$ cat src/rtl/periph_req_router_pkg.sv
// SoC slave address map shared by every bus master that decodes peripheral addresses.
package periph_req_router_pkg;

  localparam int unsigned SocNbPeripherals = 17;

  // Slave index order; DRAM is the lowest index and wins on any overlap.
  typedef enum int unsigned {
    SlvDram     = 0,
    SlvGpio     = 1,
    SlvEthernet = 2,
    SlvSpi      = 3,
    SlvTimer    = 4,
    SlvHmac     = 5,
    SlvKmac     = 6,
    SlvOtbn     = 7,
    SlvKeymgr   = 8,
    SlvRng      = 9,
    SlvAcc      = 10,
    SlvAes      = 11,
    SlvUart     = 12,
    SlvPlic     = 13,
    SlvClint    = 14,
    SlvRom      = 15,
    SlvDebug    = 16
  } soc_slave_e;

  localparam logic [63:0] SocBase [SocNbPeripherals] = '{
    64'h8000_0000, 64'h4000_0000, 64'h3000_0000, 64'h2000_0000,
    64'h1800_0000, 64'h1070_0000, 64'h1060_0000, 64'h1050_0000,
    64'h1040_0000, 64'h1030_0000, 64'h1020_0000, 64'h1010_0000,
    64'h1000_0000, 64'h0C00_0000, 64'h0200_0000, 64'h0001_0000,
    64'h0000_0000
  };

  localparam logic [63:0] SocLength [SocNbPeripherals] = '{
    64'h4000_0000, 64'h0000_1000, 64'h0001_0000, 64'h0080_0000,
    64'h0000_1000, 64'h0000_1000, 64'h0000_1000, 64'h0000_1000,
    64'h0000_1000, 64'h0000_1000, 64'h0000_1000, 64'h0000_1000,
    64'h0000_1000, 64'h0400_0000, 64'h000C_0000, 64'h0001_0000,
    64'h0000_1000
  };

  // Region hit; the 65-bit end keeps a region touching 2^64 from wrapping.
  function automatic logic in_region(logic [63:0] addr, logic [63:0] base, logic [63:0] len);
    logic [64:0] end_addr;
    end_addr = {1'b0, base} + {1'b0, len};
    return (addr >= base) && ({1'b0, addr} < end_addr);
  endfunction

  // Permission bit position for a privilege level; the reserved level 2 maps to U.
  function automatic logic [1:0] priv_sel(logic [1:0] priv);
    case (priv)
      2'd1:    return 2'd1;
      2'd3:    return 2'd2;
      default: return 2'd0;
    endcase
  endfunction

endpackage

$ cat src/rtl/periph_addr_match.sv
// Combinational address decoder: one-hot slave select, index and offset from the slave base.
module periph_addr_match
  import periph_req_router_pkg::*;
#(
  parameter int unsigned NbSlaves = SocNbPeripherals,
  parameter int unsigned IdxW     = $clog2(NbSlaves)
) (
  input  logic [63:0]         i_addr,
  output logic                o_hit,
  output logic [NbSlaves-1:0] o_onehot,
  output logic [IdxW-1:0]     o_idx,
  output logic [63:0]         o_offset
);

  // Scan from the top index down so the lowest matching index is the one left standing.
  always_comb begin
    o_hit    = 1'b0;
    o_onehot = '0;
    o_idx    = '0;
    o_offset = '0;
    for (int i = int'(NbSlaves) - 1; i >= 0; i--) begin
      if (in_region(i_addr, SocBase[i], SocLength[i])) begin
        o_hit       = 1'b1;
        o_onehot    = '0;
        o_onehot[i] = 1'b1;
        o_idx       = IdxW'(i);
        o_offset    = i_addr - SocBase[i];
      end
    end
  end

endmodule

$ cat src/rtl/periph_req_router.sv
// Single-outstanding router from the core peripheral port to one of the SoC slaves,
// with decode/privilege error responses and a bounded slave transaction time.
module periph_req_router
  import periph_req_router_pkg::*;
#(
  parameter int unsigned NB_PERIPHERALS = SocNbPeripherals,
  parameter int unsigned TIMEOUT        = 255
) (
  input  logic                           clk_i,
  input  logic                           rst_i,
  input  logic                           req_i,
  output logic                           gnt_o,
  input  logic                           we_i,
  input  logic [63:0]                    addr_i,
  input  logic [31:0]                    wdata_i,
  input  logic [3:0]                     be_i,
  input  logic [1:0]                     priv_i,
  output logic                           rvalid_o,
  output logic [31:0]                    rdata_o,
  output logic                           err_o,
  input  logic [NB_PERIPHERALS*3-1:0]    allow_i,
  output logic [NB_PERIPHERALS-1:0]      slv_req_o,
  output logic                           slv_we_o,
  output logic [31:0]                    slv_wdata_o,
  output logic [3:0]                     slv_be_o,
  output logic [63:0]                    slv_addr_o,
  input  logic [NB_PERIPHERALS-1:0]      slv_gnt_i,
  input  logic [NB_PERIPHERALS-1:0]      slv_rvalid_i,
  input  logic [NB_PERIPHERALS*32-1:0]   slv_rdata_i
);

  localparam int unsigned IdxW = $clog2(NB_PERIPHERALS);
  localparam int unsigned CntW = $clog2(TIMEOUT + 1);
  localparam logic [CntW-1:0] TimeoutCnt = CntW'(TIMEOUT);

  typedef enum logic [2:0] {StIdle, StCheck, StIssue, StWait, StResp} state_e;

  state_e                    r_state;
  logic [CntW-1:0]           r_cnt;
  logic [IdxW-1:0]           r_idx;
  logic                      r_we;
  logic [63:0]               r_addr;
  logic [31:0]               r_wdata;
  logic [3:0]                r_be;
  logic [1:0]                r_priv;
  logic [NB_PERIPHERALS-1:0] r_slv_req;
  logic [63:0]               r_slv_addr;
  logic                      r_rvalid;
  logic                      r_err;
  logic [31:0]               r_rdata;

  logic                      w_hit;
  logic [NB_PERIPHERALS-1:0] w_onehot;
  logic [IdxW-1:0]           w_idx;
  logic [63:0]               w_offset;
  logic [IdxW+1:0]           w_allow_base;
  logic [2:0]                w_allow_sel;
  logic                      w_perm_ok;
  logic                      w_decode_err;
  logic [IdxW+4:0]           w_rdata_base;
  logic                      w_gnt_sel;
  logic                      w_rvalid_sel;
  logic [31:0]               w_rdata_sel;
  logic                      w_timeout;

  periph_addr_match #(
    .NbSlaves (NB_PERIPHERALS),
    .IdxW     (IdxW)
  ) u_addr_match (
    .i_addr   (r_addr),
    .o_hit    (w_hit),
    .o_onehot (w_onehot),
    .o_idx    (w_idx),
    .o_offset (w_offset)
  );

  // 3*idx without a multiplier.
  assign w_allow_base = {2'b00, w_idx} + {1'b0, w_idx, 1'b0};
  assign w_allow_sel  = allow_i[w_allow_base +: 3];
  assign w_perm_ok    = w_allow_sel[priv_sel(r_priv)];
  assign w_decode_err = !w_hit || (r_addr[1:0] != 2'b00) || !w_perm_ok;

  assign w_rdata_base = {r_idx, 5'b00000};
  assign w_gnt_sel    = slv_gnt_i[r_idx];
  assign w_rvalid_sel = slv_rvalid_i[r_idx];
  assign w_rdata_sel  = slv_rdata_i[w_rdata_base +: 32];
  assign w_timeout    = (r_cnt == TimeoutCnt);

  // Only combinational path from an input; masked during reset so it reads 0.
  assign gnt_o = req_i && (r_state == StIdle) && !rst_i;

  assign rvalid_o    = r_rvalid;
  assign rdata_o     = r_rdata;
  assign err_o       = r_err;
  assign slv_req_o   = r_slv_req;
  assign slv_we_o    = r_we;
  assign slv_wdata_o = r_wdata;
  assign slv_be_o    = r_be;
  assign slv_addr_o  = r_slv_addr;

  // Request FSM with registered upstream response and slave request outputs.
  always_ff @(posedge clk_i or posedge rst_i) begin
    if (rst_i) begin
      r_state    <= StIdle;
      r_cnt      <= '0;
      r_idx      <= '0;
      r_we       <= 1'b0;
      r_addr     <= '0;
      r_wdata    <= '0;
      r_be       <= '0;
      r_priv     <= '0;
      r_slv_req  <= '0;
      r_slv_addr <= '0;
      r_rvalid   <= 1'b0;
      r_err      <= 1'b0;
      r_rdata    <= '0;
    end else begin
      r_rvalid <= 1'b0;
      unique case (r_state)
        StIdle: begin
          if (req_i) begin
            r_we    <= we_i;
            r_addr  <= addr_i;
            r_wdata <= wdata_i;
            r_be    <= be_i;
            r_priv  <= priv_i;
            r_state <= StCheck;
          end
        end
        StCheck: begin
          r_cnt <= '0;
          if (w_decode_err) begin
            r_err    <= 1'b1;
            r_rdata  <= '0;
            r_rvalid <= 1'b1;
            r_state  <= StResp;
          end else begin
            r_idx      <= w_idx;
            r_slv_req  <= w_onehot;
            r_slv_addr <= w_offset;
            r_state    <= StIssue;
          end
        end
        StIssue: begin
          if (!w_timeout) r_cnt <= r_cnt + 1'b1;
          // A grant in the timeout cycle still counts as accepted.
          if (w_gnt_sel) begin
            r_slv_req <= '0;
            r_state   <= StWait;
          end else if (w_timeout) begin
            r_slv_req <= '0;
            r_err     <= 1'b1;
            r_rdata   <= '0;
            r_rvalid  <= 1'b1;
            r_state   <= StResp;
          end
        end
        StWait: begin
          if (!w_timeout) r_cnt <= r_cnt + 1'b1;
          if (w_rvalid_sel) begin
            r_err    <= 1'b0;
            r_rdata  <= r_we ? 32'h0 : w_rdata_sel;
            r_rvalid <= 1'b1;
            r_state  <= StResp;
          end else if (w_timeout) begin
            r_err    <= 1'b1;
            r_rdata  <= '0;
            r_rvalid <= 1'b1;
            r_state  <= StResp;
          end
        end
        StResp: begin
          r_state <= StIdle;
        end
        default: begin
          r_state <= StIdle;
        end
      endcase
    end
  end

endmodule
$ cat config.mk
export PLATFORM = sky130hd
export DESIGN_NAME = periph_req_router
export DESIGN_NICKNAME = d
export VERILOG_FILES = /design/src/rtl/periph_req_router_pkg.sv /design/src/rtl/periph_addr_match.sv /design/src/rtl/periph_req_router.sv
export SDC_FILE = /design/constraint.sdc
export NUM_CORES = 1
export LEC_CHECK = 0
export BUFFER_PORTS_ARGS = -buffer_cell sky130_fd_sc_hd__buf_4
export CORE_AREA = 2 2 341 343
export DETAILED_ROUTE_END_ITERATION = 8
export DIE_AREA = 0 0 343 345
export PLACE_DENSITY_LB_ADDON = 0.25
export SLEW_MARGIN = 20
export SYNTH_ARGS = -nofsm -noshare
export SYNTH_HDL_FRONTEND = slang
export SYNTH_SLANG_ARGS = --single-unit
$ cat constraint.sdc
create_clock -name clk_i -period 16.3 [get_ports clk_i]
set_clock_uncertainty 0.15 [all_clocks]
set_input_delay 3.26 -clock clk_i [delete_from_list [all_inputs] [get_ports clk_i]]
set_output_delay 3.26 -clock clk_i [all_outputs]
set_load 0.005 [all_outputs]
==> results_dict.tcl <==
set metrics [dict create \
    outcome "finished clean" \
    async_flop_share_pct 100 \
    cts.clk_slew.worst_paths_ns 0.06 \
    report.final.hold_viol_count 0 \
    overflow 0 \
    fin_nets 3805 \
    finalSetupViolCount 0 \
    postSynthAreaPerCell_sq_um 9.46 \
    gr-usage-all-layers_pct 25.2 \
    drv_cap 0 \
    syn_nets 2989 \
    n_fill_cell 12700 \
    pin_count 888 \
    drt-total-wl_microns 155000 \
    vdd.ir_drop.worst_uv 87.8 \
    viasPerCell 5.27 \
    hold_buffers 0 \
    core-area_sq_um 115000 \
    initial_core_util_pct 18.1 \
    dpl.hpwl_microns 129000 \
    drc 0 \
    worstSetupPathType "reg2reg" \
    layout_commonest_cell "buf_4" \
    synth-main-ff-cell "dfrtp_1" \
    cts_tree "built" \
    die_h_microns 345 \
    globalRouteMet3Util_pct 4.48 \
    fmax_mhz 95.9 \
    route.antenna.remaining_nets 0 \
    layout-drive-gt1-share_pct 43.9 \
    cts_max_path_buffers 3 \
    start_kind "register" \
    power.leakage_nw 12.7 \
    cp.required_ns 16.67 \
    slew_headroom_pct 20.1 \
    finalSetupTns_ns 0 \
    die_area_sq_um 118000 \
    drtPass1Iterations 5 \
    min_path_type "reg2reg" \
    vias 24200 \
    powerDensity_nw_per_um2 102 \
    rsz0062_at_grt "no" \
    cts.htree.levels 1 \
    grt_max_degree 104 \
    area_growth_syn_to_layout_pct 45.8 \
    period_needed_ns 10.43 \
    die_w_microns 343 \
    use_met1_pct 31.1 \
    grt_pass1_vias 24000 \
    clock-sinks 234 \
    synth_edf_count 0 \
    cts_root_buffer "clkbuf_16" \
    place_congestion 0.999 \
    seq_area_frac_synth_pct 28.1 \
    clock_latency_ns 0.62 \
    synth-seq-cells 234 \
    mostFrequentLayoutCells "946 x buf_4, 230 x dfrtp_1, 195 x nand2_1" \
    grt_pass1_wl_microns 208000 \
    grtUsageMet2_pct 42.4 \
    synth_cells 2206 \
    drt_iter0_markers 2761 \
    maxSlewViolCount 0 \
    top_usage_layer "met2" \
    worstPathArrival_ns 10.80 \
    numCtsBuffers 30 \
    antenna_found_initial 79 \
    syn_area_sq_um 20900 \
    whs_ns 0.331 \
    power_mw 3.10 \
    placedCellCount 4514 \
    ys.warnings.count 0 \
    rows 125 \
    numPortBuffers 887 \
    crit_path_max_fanout 69 \
    yosys.cell_types.count 116 \
    post_cts_buffers 0 \
    worstSetupEndpointType "register" \
    layout.cells.non_filler 4605 \
    cts-resized-gates 0 \
    worstMarginPinSlew_ns 1.19 \
    period_share_pct 64.0 \
    wl_per_cell_microns 33.6 \
]
==> state kept, by name (all words and copies together) (netlist names) <==
name and flops:
rvalid_o 1, slv_req_o 17, slv_be_o 4, r_priv 2, r_idx 5, r_state 3
slv_wdata_o 32, rdata_o 32, err_o 1, slv_addr_o 64, r_addr 64, slv_we_o 1
r_cnt 8
==> cells in the mapped netlist, types with 8 or more instances <==
cell	n	area (sq um)
dfrtp_1	234	5860
nand2_1	195	732
mux4_2	168	3780
a21oi_1	162	811
nor2_1	153	574
o21ai_0	119	596
clkbuf_1	117	439
mux2_2	97	1090
inv_1	83	312
nand3_1	69	345
nor3_1	60	300
ha_1	47	588
a22o_1	35	307
nand4_1	34	213
nor4_1	31	194
o31ai_1	31	233
a211oi_1	30	225
o211ai_1	30	225
o22ai_1	30	188
a31oi_1	26	163
xnor2_1	25	219
o21ai_1	22	110
nand2b_1	21	131
buf_1	20	75.1
buf_2	20	100
mux2i_1	20	200
a22oi_1	19	143
or3_1	18	113
or4_1	17	128
and3_1	15	93.8
o21a_1	15	113
and2_1	13	81.3
nor2b_1	13	81.3
a221oi_1	12	105
xor2_1	12	105
or2_2	10	62.6
o221ai_1	9	78.8
a21o_1	8	60.1
==> where the power goes <==
group | switching (mW) | internal (mW) | total [mW]
Combinational | 0.871 | 0.614 | 1.48
Sequential | 0.177 | 0.733 | 0.911
Clock | 0.289 | 0.420 | 0.709
Total | 1.34 | 1.77 | 3.10
==> metrics by stage <==
| stage | area, sq um | setup WS [ns] | util [%] |
|---|---|---|---|
| global route | 30400 | 5.27 | 26.4 |
| CTS | 30300 | 6.05 | 26.3 |
| global placement | 29300 | 6.21 | 25.4 |
| floorplan | 20900 | 6.47 | - |
| finish | 30400 | 5.87 | 26.4 |
| detailed placement | 29300 | 6.10 | 25.4 |
==> cell type report <==
type,instances,area (sq um),area share (%)
multi-input combinational,1719,14000,46.2
timing repair buffer,948,7130,23.4
sequential,234,5870,19.3
tap,1524,1910,6.27
clock buffer,43,880,2.89
inverter,89,347,1.14
clock inverter,8,149,0.489
antenna,40,100,0.329
==> critical path: stages (launching register included) <==
cell and delay (ns):
dfrtp_1 0.77, inv_1 0.41, ha_1 0.47, a21boi_0 0.44, o21ai_0 0.39, or4_1 0.69
a2111oi_4 0.71, a21oi_1 0.18, a32oi_4 0.63, a21oi_4 0.08, buf_4 0.28, inv_6 0.28
ha_1 0.23, inv_1 0.06, fa_1 1.09, nor2b_1 0.30, nand2_1 0.29, or4_1 0.57
o31ai_1 0.08, nor4_1 0.09, and4_1 0.19, o32ai_2 0.47, nor2_2 0.13, o31ai_4 0.07
buf_4 0.60, nor2_2 0.31, a21oi_1 0.20
==> cell families after synthesis <==
logic type	Yosys count	share of synthesized area [%]
fa+ha+maj	48	2.91
flops	234	28.1
simple gates	691	16.6
buf+inv	253	4.91
mux	287	24.5
compound gates	656	21.5
xor+xnor	37	1.55
==> path summary, 6_finish.rpt <==
check	from	end	slack, ns	cells after the start
setup / recovery	r_addr[30]$_DFFE_PP0P_	slv_addr_o[60]$_DFFE_PP0N_	5.87	26
hold / removal	slv_addr_o[2]$_DFFE_PP0N_	slv_addr_o[2]$_DFFE_PP0N_	0.33	2
setup reg to reg	r_addr[30]$_DFFE_PP0P_	slv_addr_o[60]$_DFFE_PP0N_	5.87	26
hold reg to reg	slv_addr_o[2]$_DFFE_PP0N_	slv_addr_o[2]$_DFFE_PP0N_	0.33	2
max in group asynchronous	rst_i	r_idx[1]$_DFFE_PP0N_	11.78	3
min in group asynchronous	rst_i	rdata_o[10]$_DFFE_PP0P_	2.56	2
==> per-layer routing <==
layer | wire [microns] | vias to the layer above | share of wire, %
li1 | - | 10200 | -
met1 | 59800 | 12300 | 39
met2 | 73400 | 1429 | 47
met3 | 11700 | 272 | 7.6
met4 | 9750 | 8 | 6.3
met5 | 57 | - | 0.037
No activity file was read; power rests on OpenSTA's default activity.
